`config.mk`:
```
export PLATFORM = sky130hd
export DESIGN_NAME = masc_wb_scheduler_flat
export DESIGN_NICKNAME = d
export VERILOG_FILES = /design/src/rtl/masc_wb_scheduler_if.sv /design/src/rtl/masc_wb_scheduler.sv /design/src/flat_wrapper.sv
export SDC_FILE = /design/constraint.sdc
export NUM_CORES = 1
export LEC_CHECK = 0
export CAP_MARGIN = 20
export CELL_PAD_IN_SITES_DETAIL_PLACEMENT = 1
export CELL_PAD_IN_SITES_GLOBAL_PLACEMENT = 2
export CORE_ASPECT_RATIO = 0.5
export CORE_MARGIN = 1
export CORE_UTILIZATION = 30
export DETAILED_ROUTE_END_ITERATION = 6
export PLACE_DENSITY_LB_ADDON = 0.1
export SYNTH_ARGS = -nofsm -noshare
export SYNTH_HDL_FRONTEND = slang
export SYNTH_SLANG_ARGS = --single-unit
```
`constraint.sdc`:
```
create_clock -name wb_clk_i -period 4.6 [get_ports wb_clk_i]
set_input_delay 0.92 -clock wb_clk_i [delete_from_list [all_inputs] [get_ports wb_clk_i]]
set_output_delay 0.92 -clock wb_clk_i [all_outputs]
set_load 0.1 [all_outputs]
```
`src/rtl/masc_wb_scheduler_if.sv`:
```
// masc_wb_scheduler_if: Wishbone slave bus bundle for the execute scheduler
interface masc_wb_scheduler_if;
  logic        stb;
  logic        cyc;
  logic        we;
  logic [3:0]  sel;
  logic [31:0] adr;
  logic [31:0] wdat;
  logic        ack;
  logic [31:0] rdat;
  modport master (output stb, cyc, we, sel, adr, wdat, input ack, rdat);
  modport slave (input stb, cyc, we, sel, adr, wdat, output ack, rdat);
endinterface

```
`src/rtl/masc_wb_scheduler.sv`:
```
// masc_wb_scheduler: Wishbone front end issuing credited ops into the execute pipeline and queueing results
module masc_wb_scheduler #(
  parameter logic [31:0] ADDR_BASE = 32'h3000_0000,
  parameter int LAT = 5,
  parameter int RES_DEPTH = 8
) (
  input  logic                wb_clk_i,
  input  logic                wb_rst_i,
  masc_wb_scheduler_if.slave  wb,
  output logic                exe_valid,
  output logic [31:0]         exe_instruction,
  output logic [31:0]         exe_rs1,
  output logic [31:0]         exe_rs2,
  output logic [7:0]          exe_bs,
  input  logic [32:0]         exe_out,
  output logic                irq
);
  localparam int AW = $clog2(RES_DEPTH);
  localparam int CW = AW + 1;
  logic [31:0] rs1, rs2, insn;
  logic [7:0] bs;
  logic irq_en, lat_err, underflow;
  logic [LAT-1:0] sr;
  logic [CW-1:0] inflight, cnt;
  logic [AW-1:0] wp, rp;
  logic [31:0] mem [RES_DEPTH];
  logic hit, req, is_insn, credit, acc, wr, rd, issue, pop, uf_set, push;
  logic [2:0] sel;
  logic [CW:0] used;
  logic [1:0] clr;
  logic [31:0] status, rd_val, push_dat;
  logic unused_ok;
  assign unused_ok = ^{wb.sel, wb.adr[1:0]};
  assign exe_rs1 = rs1;
  assign exe_rs2 = rs2;
  assign exe_bs = bs;
  assign exe_instruction = insn;
  always_comb begin
    hit = wb.adr[31:5] == ADDR_BASE[31:5];
    sel = wb.adr[4:2];
    req = wb.stb & wb.cyc & ~wb.ack;
    used = {1'b0, inflight} + {1'b0, cnt};
    credit = used < (CW+1)'(RES_DEPTH);
    is_insn = hit & wb.we & (sel == 3'd3);
    acc = req & (~is_insn | credit);
    wr = acc & hit & wb.we;
    rd = acc & hit & ~wb.we;
    issue = acc & is_insn;
    pop = rd & (sel == 3'd5) & (cnt != '0);
    uf_set = rd & (sel == 3'd5) & (cnt == '0);
    push = sr[LAT-1];
    push_dat = exe_out[32] ? exe_out[31:0] : '0;
    clr = (wr & (sel == 3'd4)) ? wb.wdat[4:3] : 2'b00;
    status = {11'b0, 5'(cnt), 4'b0, 4'(inflight), 3'b0, underflow, lat_err,
              cnt == CW'(RES_DEPTH), cnt == '0, inflight != '0};
    rd_val = sel == 3'd0 ? rs1 :
             sel == 3'd1 ? rs2 :
             sel == 3'd2 ? {24'b0, bs} :
             sel == 3'd3 ? insn :
             sel == 3'd4 ? status :
             sel == 3'd5 ? (cnt != '0 ? mem[rp] : '0) :
             sel == 3'd6 ? {31'b0, irq_en} : '0;
  end
  always_ff @(posedge wb_clk_i)
    if (push) mem[wp] <= push_dat;
  always_ff @(posedge wb_clk_i) begin
    if (wb_rst_i) begin
      wb.ack <= 1'b0;
      wb.rdat <= '0;
      exe_valid <= 1'b0;
      {rs1, rs2, insn, bs, irq_en} <= '0;
      {lat_err, underflow, irq} <= '0;
      sr <= '0;
      {inflight, cnt, wp, rp} <= '0;
    end else begin
      wb.ack <= acc;
      exe_valid <= issue;
      if (acc) wb.rdat <= rd ? rd_val : '0;
      if (wr && sel == 3'd0) rs1 <= wb.wdat;
      if (wr && sel == 3'd1) rs2 <= wb.wdat;
      if (wr && sel == 3'd2) bs <= wb.wdat[7:0];
      if (wr && sel == 3'd3) insn <= wb.wdat;
      if (wr && sel == 3'd6) irq_en <= wb.wdat[0];
      sr <= {sr[LAT-2:0], exe_valid};
      inflight <= inflight + CW'(issue) - CW'(push);
      cnt <= cnt + CW'(push) - CW'(pop);
      if (push) wp <= wp + AW'(1);
      if (pop) rp <= rp + AW'(1);
      lat_err <= (lat_err & ~clr[0]) | (push & ~exe_out[32]);
      underflow <= (underflow & ~clr[1]) | uf_set;
      irq <= irq_en & (cnt != '0);
    end
  end
endmodule

```
`src/flat_wrapper.sv`:
```
// flat-port wrapper written by rule: the top's interface ports become plain ports
module masc_wb_scheduler_flat 
#(
  parameter logic [31:0] ADDR_BASE = 32'h3000_0000,
  parameter int LAT = 5,
  parameter int RES_DEPTH = 8
)
  (wb_clk_i, wb_rst_i, exe_valid, exe_instruction, exe_rs1, exe_rs2, exe_bs, exe_out, irq, wb_stb, wb_cyc, wb_we, wb_sel, wb_adr, wb_wdat, wb_ack, wb_rdat);
  masc_wb_scheduler_if wb_i ();
  input  logic wb_clk_i;
  input  logic wb_rst_i;
  output logic exe_valid;
  output logic [31:0] exe_instruction;
  output logic [31:0] exe_rs1;
  output logic [31:0] exe_rs2;
  output logic [7:0] exe_bs;
  input  logic [32:0] exe_out;
  output logic irq;
  input wire logic [$bits(wb_i.stb)-1:0] wb_stb;
  input wire logic [$bits(wb_i.cyc)-1:0] wb_cyc;
  input wire logic [$bits(wb_i.we)-1:0] wb_we;
  input wire logic [$bits(wb_i.sel)-1:0] wb_sel;
  input wire logic [$bits(wb_i.adr)-1:0] wb_adr;
  input wire logic [$bits(wb_i.wdat)-1:0] wb_wdat;
  output wire logic [$bits(wb_i.ack)-1:0] wb_ack;
  output wire logic [$bits(wb_i.rdat)-1:0] wb_rdat;
  assign wb_i.stb = wb_stb;
  assign wb_i.cyc = wb_cyc;
  assign wb_i.we = wb_we;
  assign wb_i.sel = wb_sel;
  assign wb_i.adr = wb_adr;
  assign wb_i.wdat = wb_wdat;
  assign wb_ack = wb_i.ack;
  assign wb_rdat = wb_i.rdat;
  masc_wb_scheduler #(.ADDR_BASE(ADDR_BASE), .LAT(LAT), .RES_DEPTH(RES_DEPTH)) u_core (.wb_clk_i(wb_clk_i), .wb_rst_i(wb_rst_i), .wb(wb_i), .exe_valid(exe_valid), .exe_instruction(exe_instruction), .exe_rs1(exe_rs1), .exe_rs2(exe_rs2), .exe_bs(exe_bs), .exe_out(exe_out), .irq(irq));
endmodule
```
==> results of run 1 <==
worst max-delay path: cells and delay by family:
family                     cells  cell delay [ns]
buffers and inverters          2             0.51
adders and majority gates      2             0.60
and+or+nand+nor                6             1.47
xor gates and xnor gates       1             0.15
area by class of cell:
cell class | count | area share (%)
Sequential cell | 420 | 50.0
Multi-Input combinational cell | 700 | 27.5
Timing Repair Buffer | 279 | 12.3
Clock buffer | 53 | 5.02
Tap cell | 756 | 4.31
Clock inverter | 20 | 0.547
Inverter | 16 | 0.274
state kept, by name, summed over array words and instances, names as in the netlist, named ones only:
register                flops
u_core.irq                  1
u_core.inflight             4
u_core.mem                256
u_core.wp                   3
u_core.lat_err              1
u_core.exe_rs2             32
u_core.wb.rdat             32
u_core.irq_en               1
u_core.cnt                  4
u_core.wb.ack               1
u_core.exe_rs1             32
u_core.rp                   3
u_core.exe_valid            1
u_core.exe_bs               8
u_core.underflow            1
u_core.exe_instruction     32
u_core.sr                   5
cells by family (layout without fill, tap and decap cells):
logic type,Yosys count,count (layout),synth area share [%]
mux,177,177,14.3
simple gates,311,311,11.1
xor+xnor,8,8,0.403
fa+ha+maj,17,17,1.31
compound gates,187,187,7.51
flops,420,420,63.1
buf+inv,96,368,2.36
per-layer routing:
metal | track usage (%) | up-vias | part of all wire (%)
li1 | - | 5071 | -
met1 | 27.5 | 5796 | 48
met2 | 29.8 | 266 | 45
met3 | 3.27 | 66 | 5.0
met4 | 4.37 | 0 | 1.8
met5 | 0 | - | 0
worst min path at each step:
stage	from	endpoint	slack (ns)
after floorplan	u_core.sr[0]	u_core.sr[1]	0.41
after global placement	u_core.sr[0]	u_core.sr[1]	0.42
after detailed placement	u_core.sr[2]	u_core.sr[3]	0.43
after CTS	u_core.sr[0]	u_core.sr[1]	0.45
after global routing	u_core.sr[0]	u_core.sr[1]	0.46
final	u_core.sr[0]	u_core.sr[1]	0.44
Yosys cell counts (4+ instances only):
| library cell | count |
|---|---|
| mux2i_1 | 113 |
| dfxtp_1 | 164 |
| nand2_1 | 28 |
| a21oi_1 | 29 |
| nand4_1 | 5 |
| o22ai_1 | 15 |
| o21ai_1 | 9 |
| nor3_1 | 7 |
| a22o_1 | 11 |
| nand3b_1 | 10 |
| mux4_2 | 56 |
| xnor2_1 | 5 |
| and2_1 | 33 |
| o21ai_0 | 46 |
| nor4_4 | 5 |
| a221oi_1 | 27 |
| buf_1 | 4 |
| inv_1 | 14 |
| buf_2 | 19 |
| o2bb2ai_1 | 30 |
| nor2b_1 | 14 |
| clkbuf_1 | 53 |
| ha_1 | 15 |
| nor2_1 | 41 |
| edfxtp_1 | 256 |
| a31oi_1 | 4 |
| mux2_2 | 8 |
| nand2b_1 | 141 |
where the power goes:
part	internal (mW)	switching (mW)	total, mW
Combinational	0.134	0.182	0.317
Clock	1.70	1.51	3.21
Sequential	3.98	0.000199	3.98
==> metrics.cfg, run 1 <==
[run_status]
status=finished with violations
failed_checks=design-rule violations

[cells_and_area]
post-route-util_pct=38.9
multi_input_area_um2=6050
fin_area_um2=22000
mostFrequentLayoutCell=edfxtp_1
syn2layout_area_growth_pct=26.2
drive_gt1_share_pct=13.1
num-nets-final=1581
final_cell_mix=256 x edfxtp_1, 235 x clkdlybuf4s50_1, 162 x dfxtp_1
fillers=5748
fin_cells=2244
antenna_cells=0
seqCellArea_um2=11000

[synthesis]
synthFlopType=edfxtp_1
synth_area_leader_cell=edfxtp_1
yosysTopAreaCellShare_pct=44.2
syn_avg_cell_area_um2=14.3
yosysUniqueCellTypes=61
ys_ff_latch=420
synth_seq_area_share_pct=63.1
syn_inst=1216
synth_nets=1339
async_flop_share_pct=0
synth_edf_count=256
netlist_area_um2=17400
yosysWarningCount=0
netlist_top_cells_area=edfxtp_1 44%, dfxtp_1 19%, mux4_2 7.3%

[worst_setup_path]
crit_start=wb_adr[9]
worstPathMaxFanout=5
cp-endpoint=u_core.inflight[2]
path_class=in2reg
cpMostUsedCell=nor2_1
worst_ep_arrival_time_ns=3.67
slowest_delay_ns=0.45
cp.required_ns=5.02
crit_path_end_kind=register
crit_chain=clkdlybuf4s50_1 > nor4_4 > nand4_4 > or2_4 > or3_1 > nor2_1 > ha_1 > inv_1 > fa_1 > xor2_1 > nor2_1
reg2reg_from=u_core.cnt[2]
cpMaxStageDelayCell=clkdlybuf4s50_1
reg2reg_depth=12
cp-start-kind=input pin
regToRegSetupSlack_ns=1.56
r2r_end=u_core.cnt[3]

[clock_network]
cts_tree=yes
path_clk_slew_ns=0.07
cts_made_buffers=41
ctsHoldBuffers=0
h-tree-depth=2
cts_root_buffer=clkbuf_16
clk_latency_ns=0.57
clk_path_buf_depth=3
postCtsSetupBuffers=0
clock_sinks=420
post_cts_resized=0

[floorplanning]
die_area_um2=59000
io_pins=245
dieHeight_um=172
initial_utilization_pct=30.8
rows=61
die_x_um=343
coreArea_um2=56400

[sta]
timing.final.crit_share_pct=70.7
setup_viol=0
hold_ws_ns=0.439
fmax_mhz=307
finalSetupTns_ns=0
finClkSkew_ns=0.0172
relSlewSlack_pct=28.3
grt_setup_unrepaired=no
worstMarginPinSlew_ns=1.07
period_minus_slack_ns=3.25
fin_ws_ns=1.35
finalHoldViolations=0
drv_slew=0

[power]
total_power_mw=7.51
leakagePower_nw=7.70
pwr_density_cell_nw_per_um2=342
peakVddDrop_mv=0.233

[grt]
grt_pass1_wl_um=81600
grt_max_degree=108
overflow=0
groute.usage.overall_pct=19.1
grt_pass1_vias=11700
antenna_found_initial=3

[placement]
place_area_um2=20700
place_congestion=0.793
dp_hpwl_um=37100
post-place-cells=2171
numPortBuffers=238
dp_slack_ns=0.681

[drt]
first_pass_iters=7
ant_nets=0
routed_via_density=4.99
drt-wirelength-per-cell_um=25.3
drc=14
vias=11200
wl_um=56700
drt_iter0_markers=777

[flow_run]
max_cap_viol_count=0

[hold_path]
hp-class=reg2reg
holdPathStages=1

(Power assumes the default switching activity.)
==> run 2, diff against run 1 <==
clock period = 3 ns   (was 4.6 ns; I/O delays follow)
==> metrics.cfg, run 2 (same netlist as run 1, synthesis figures left out) <==
[run_status]
status=finished with violations  ; unchanged
failed_checks=design-rule violations  ; unchanged

[clock_network]
clk_latency_ns=0.57  ; about the same
h-tree-depth=2  ; unchanged
clock_sinks=420  ; unchanged
path_clk_slew_ns=0.06  ; was 0.07 ns
cts_root_buffer=clkbuf_16  ; unchanged
cts_tree=yes  ; unchanged
cts_made_buffers=41  ; unchanged
ctsHoldBuffers=0  ; unchanged
clk_path_buf_depth=3  ; unchanged

[worst_setup_path]
cpMaxStageDelayCell=clkdlybuf4s50_1  ; unchanged
worstPathMaxFanout=3  ; was 5
crit_chain=clkdlybuf4s50_1 > nor4_1 > nand3_1 > or2_4 > or3_1 > nor2_1 > ha_1 > inv_1 > fa_1 > xor2_1 > nor2_1  ; was clkdlybuf4s50_1 > nor4_4 > nand4_4 > or2_4 > or3_1 > nor2_1 > ha_1 > inv_1 > fa_1 > xor2_1 > nor2_1
cp.required_ns=3.44  ; was 5.02 ns
slowest_delay_ns=0.40  ; was 0.45 ns
cpMostUsedCell=nor2_1  ; unchanged
crit_path_end_kind=register  ; unchanged
worst_ep_arrival_time_ns=3.22  ; was 3.67 ns
cp-start-kind=input pin  ; unchanged
path_class=in2reg  ; unchanged

[sta]
finClkSkew_ns=0.0197  ; was 0.0172 ns
drv_slew=0  ; unchanged
period_minus_slack_ns=2.78
worstMarginPinSlew_ns=0.720  ; was 1.07 ns
fin_ws_ns=0.220  ; was 1.35 ns
timing.final.crit_share_pct=92.7
finalHoldViolations=0  ; unchanged
relSlewSlack_pct=52.0  ; was 28.3%
fmax_mhz=360
setup_viol=0  ; unchanged
grt_setup_unrepaired=no  ; unchanged
finalSetupTns_ns=0  ; unchanged

[cells_and_area]
post-route-util_pct=39.4  ; was 38.9%
final_cell_mix=256 x edfxtp_1, 216 x buf_4, 162 x dfxtp_1  ; was 256 x edfxtp_1, 235 x clkdlybuf4s50_1, 162 x dfxtp_1
top_register=u_core.mem  ; unchanged
largest_register_ffs=256  ; unchanged
antenna_cells=0  ; unchanged
syn2layout_area_growth_pct=27.6  ; was 26.2%
num-nets-final=1627  ; was 1581
fillers=5812  ; was 5748
mostFrequentLayoutCell=edfxtp_1  ; unchanged
drive_gt1_share_pct=25.0  ; was 13.1%
fin_cells=2291  ; was 2244

[grt]
groute.usage.overall_pct=19.1  ; about the same
grt_pass1_wl_um=82000  ; was 81600 um
grt_pass1_vias=11900  ; was 11.7k
antenna_found_initial=1  ; was 3
overflow=0  ; unchanged
grt_max_degree=110  ; was 108

[floorplanning]
initial_utilization_pct=30.8  ; unchanged
coreArea_um2=56400  ; unchanged
die_x_um=343  ; unchanged
dieHeight_um=172  ; unchanged
io_pins=245  ; unchanged
rows=61  ; unchanged
die_area_um2=59000  ; unchanged

[power]
p_sw_share_pct=21.9  ; was 22.5%
intPower_mw=9.27  ; was 5.82 mW
combPwrFrac_pct=4.4  ; was 4.2%
switchingPower_mw=2.60  ; was 1.69 mW
power_frac_seq_pct=51.4  ; was 53.0%
leakagePower_nw=8.29  ; was 7.70 nW
clockPowerShare_pct=44.2  ; was 42.7%
total_power_mw=11.9  ; was 7.51 mW
pwr_density_cell_nw_per_um2=535  ; was 342 nW/um^2
peakVddDrop_mv=0.383  ; was 0.233 mV

[drt]
drc=25  ; was 14
first_pass_iters=7  ; unchanged
vias=11300  ; was 11.2k
wl_um=57000  ; was 56700 um
drt-wirelength-per-cell_um=24.9  ; was 25.3 um
drt_iter0_markers=785  ; was 777
routed_via_density=4.94  ; was 4.99
ant_nets=0  ; unchanged

[placement]
numPortBuffers=238  ; unchanged
dp_slack_ns=-0.422  ; was 0.681 ns
post-place-cells=2217  ; was 2171
dp_hpwl_um=37700  ; was 37100 um
place_congestion=0.789  ; was 0.793

[flow_run]
max_cap_viol_count=0  ; unchanged

[hold_path]
hp-class=reg2reg  ; unchanged

-- run 2: cell count changes in the layout (fill, tap and decap cells not counted), sizes merged --
cell,previous run,this run
buf,44,227
clkdlybuf4s50,235,98
bufinv,0,3
clkinvlp,3,1
clkinv,17,16
inv,16,17
-- run 2: routing by layer --
| layer | up-vias | share of wire [%] | GRT usage, % |
|---|---|---|---|
| li1 | 5168 | - | - |
| met1 | 5907 | 50 | 28.1 |
| met2 | 180 | 45 | 29.7 |
| met3 | 64 | 3.6 | 2.94 |
| met4 | 0 | 1.5 | 3.84 |
| met5 | - | 0 | 0 |
-- run 2: layout make-up --
cell class	instances	area, um^2	area share (%)
timing repair buffer	325	2820	12.7
clock buffer	53	1120	5.06
inverter	16	60.1	0.271
sequential	420	11000	49.4
tap	756	946	4.26
clock inverter	21	204	0.919
multi-input combinational	700	6070	27.3
-- run 2: worst max-delay path: cells and delay by family --
family,cells,cell delay (ns)
simple gates,6,1.44
fa+ha+maj,2,0.57
xor+xnor,1,0.14
buf+inv,2,0.46
-- run 2: power by group through the flow --
stage                     clock, mW  combinational, mW  sequential [mW]
after global placement            0              0.511             6.23
after global routing           5.60              0.557             6.10
final                          5.24              0.521             6.11
after detailed placement          0              0.523             6.23
after floorplan                   0              0.210             6.24
after CTS                      5.38              0.525             6.11
-- run 2: path summary, 6_finish.rpt --
path / startpoint / endpoint / slack (ns) / cells past startpoint
worst max-delay path: wb_adr[19] / u_core.inflight[2] / 0.22 / 11
worst min-delay path: u_core.sr[1] / u_core.sr[2] / 0.44 / 1
worst max register to register: u_core.cnt[2] / u_core.cnt[2] / 0.43 / 10
worst min register to register: u_core.sr[1] / u_core.sr[2] / 0.44 / 1
-- run 2: timing repair --
| item | CTS | global route |
|---|---|---|
| setup buffers | 0 | 0 |
| resized for setup | 0 | 1 |
| endpoints found under the setup margin | 0 | 1 |
-- run 2: metrics by stage --
| stage | cell area (um^2) | hold slack, ns |
|---|---|---|
| finish | 22200 | 0.439 |
| global route | 22200 | 0.467 |
| CTS | 22200 | 0.441 |
| detailed placement | 20900 | 0.424 |
| global placement | 20900 | 0.418 |
| floorplan | 17400 | 0.414 |
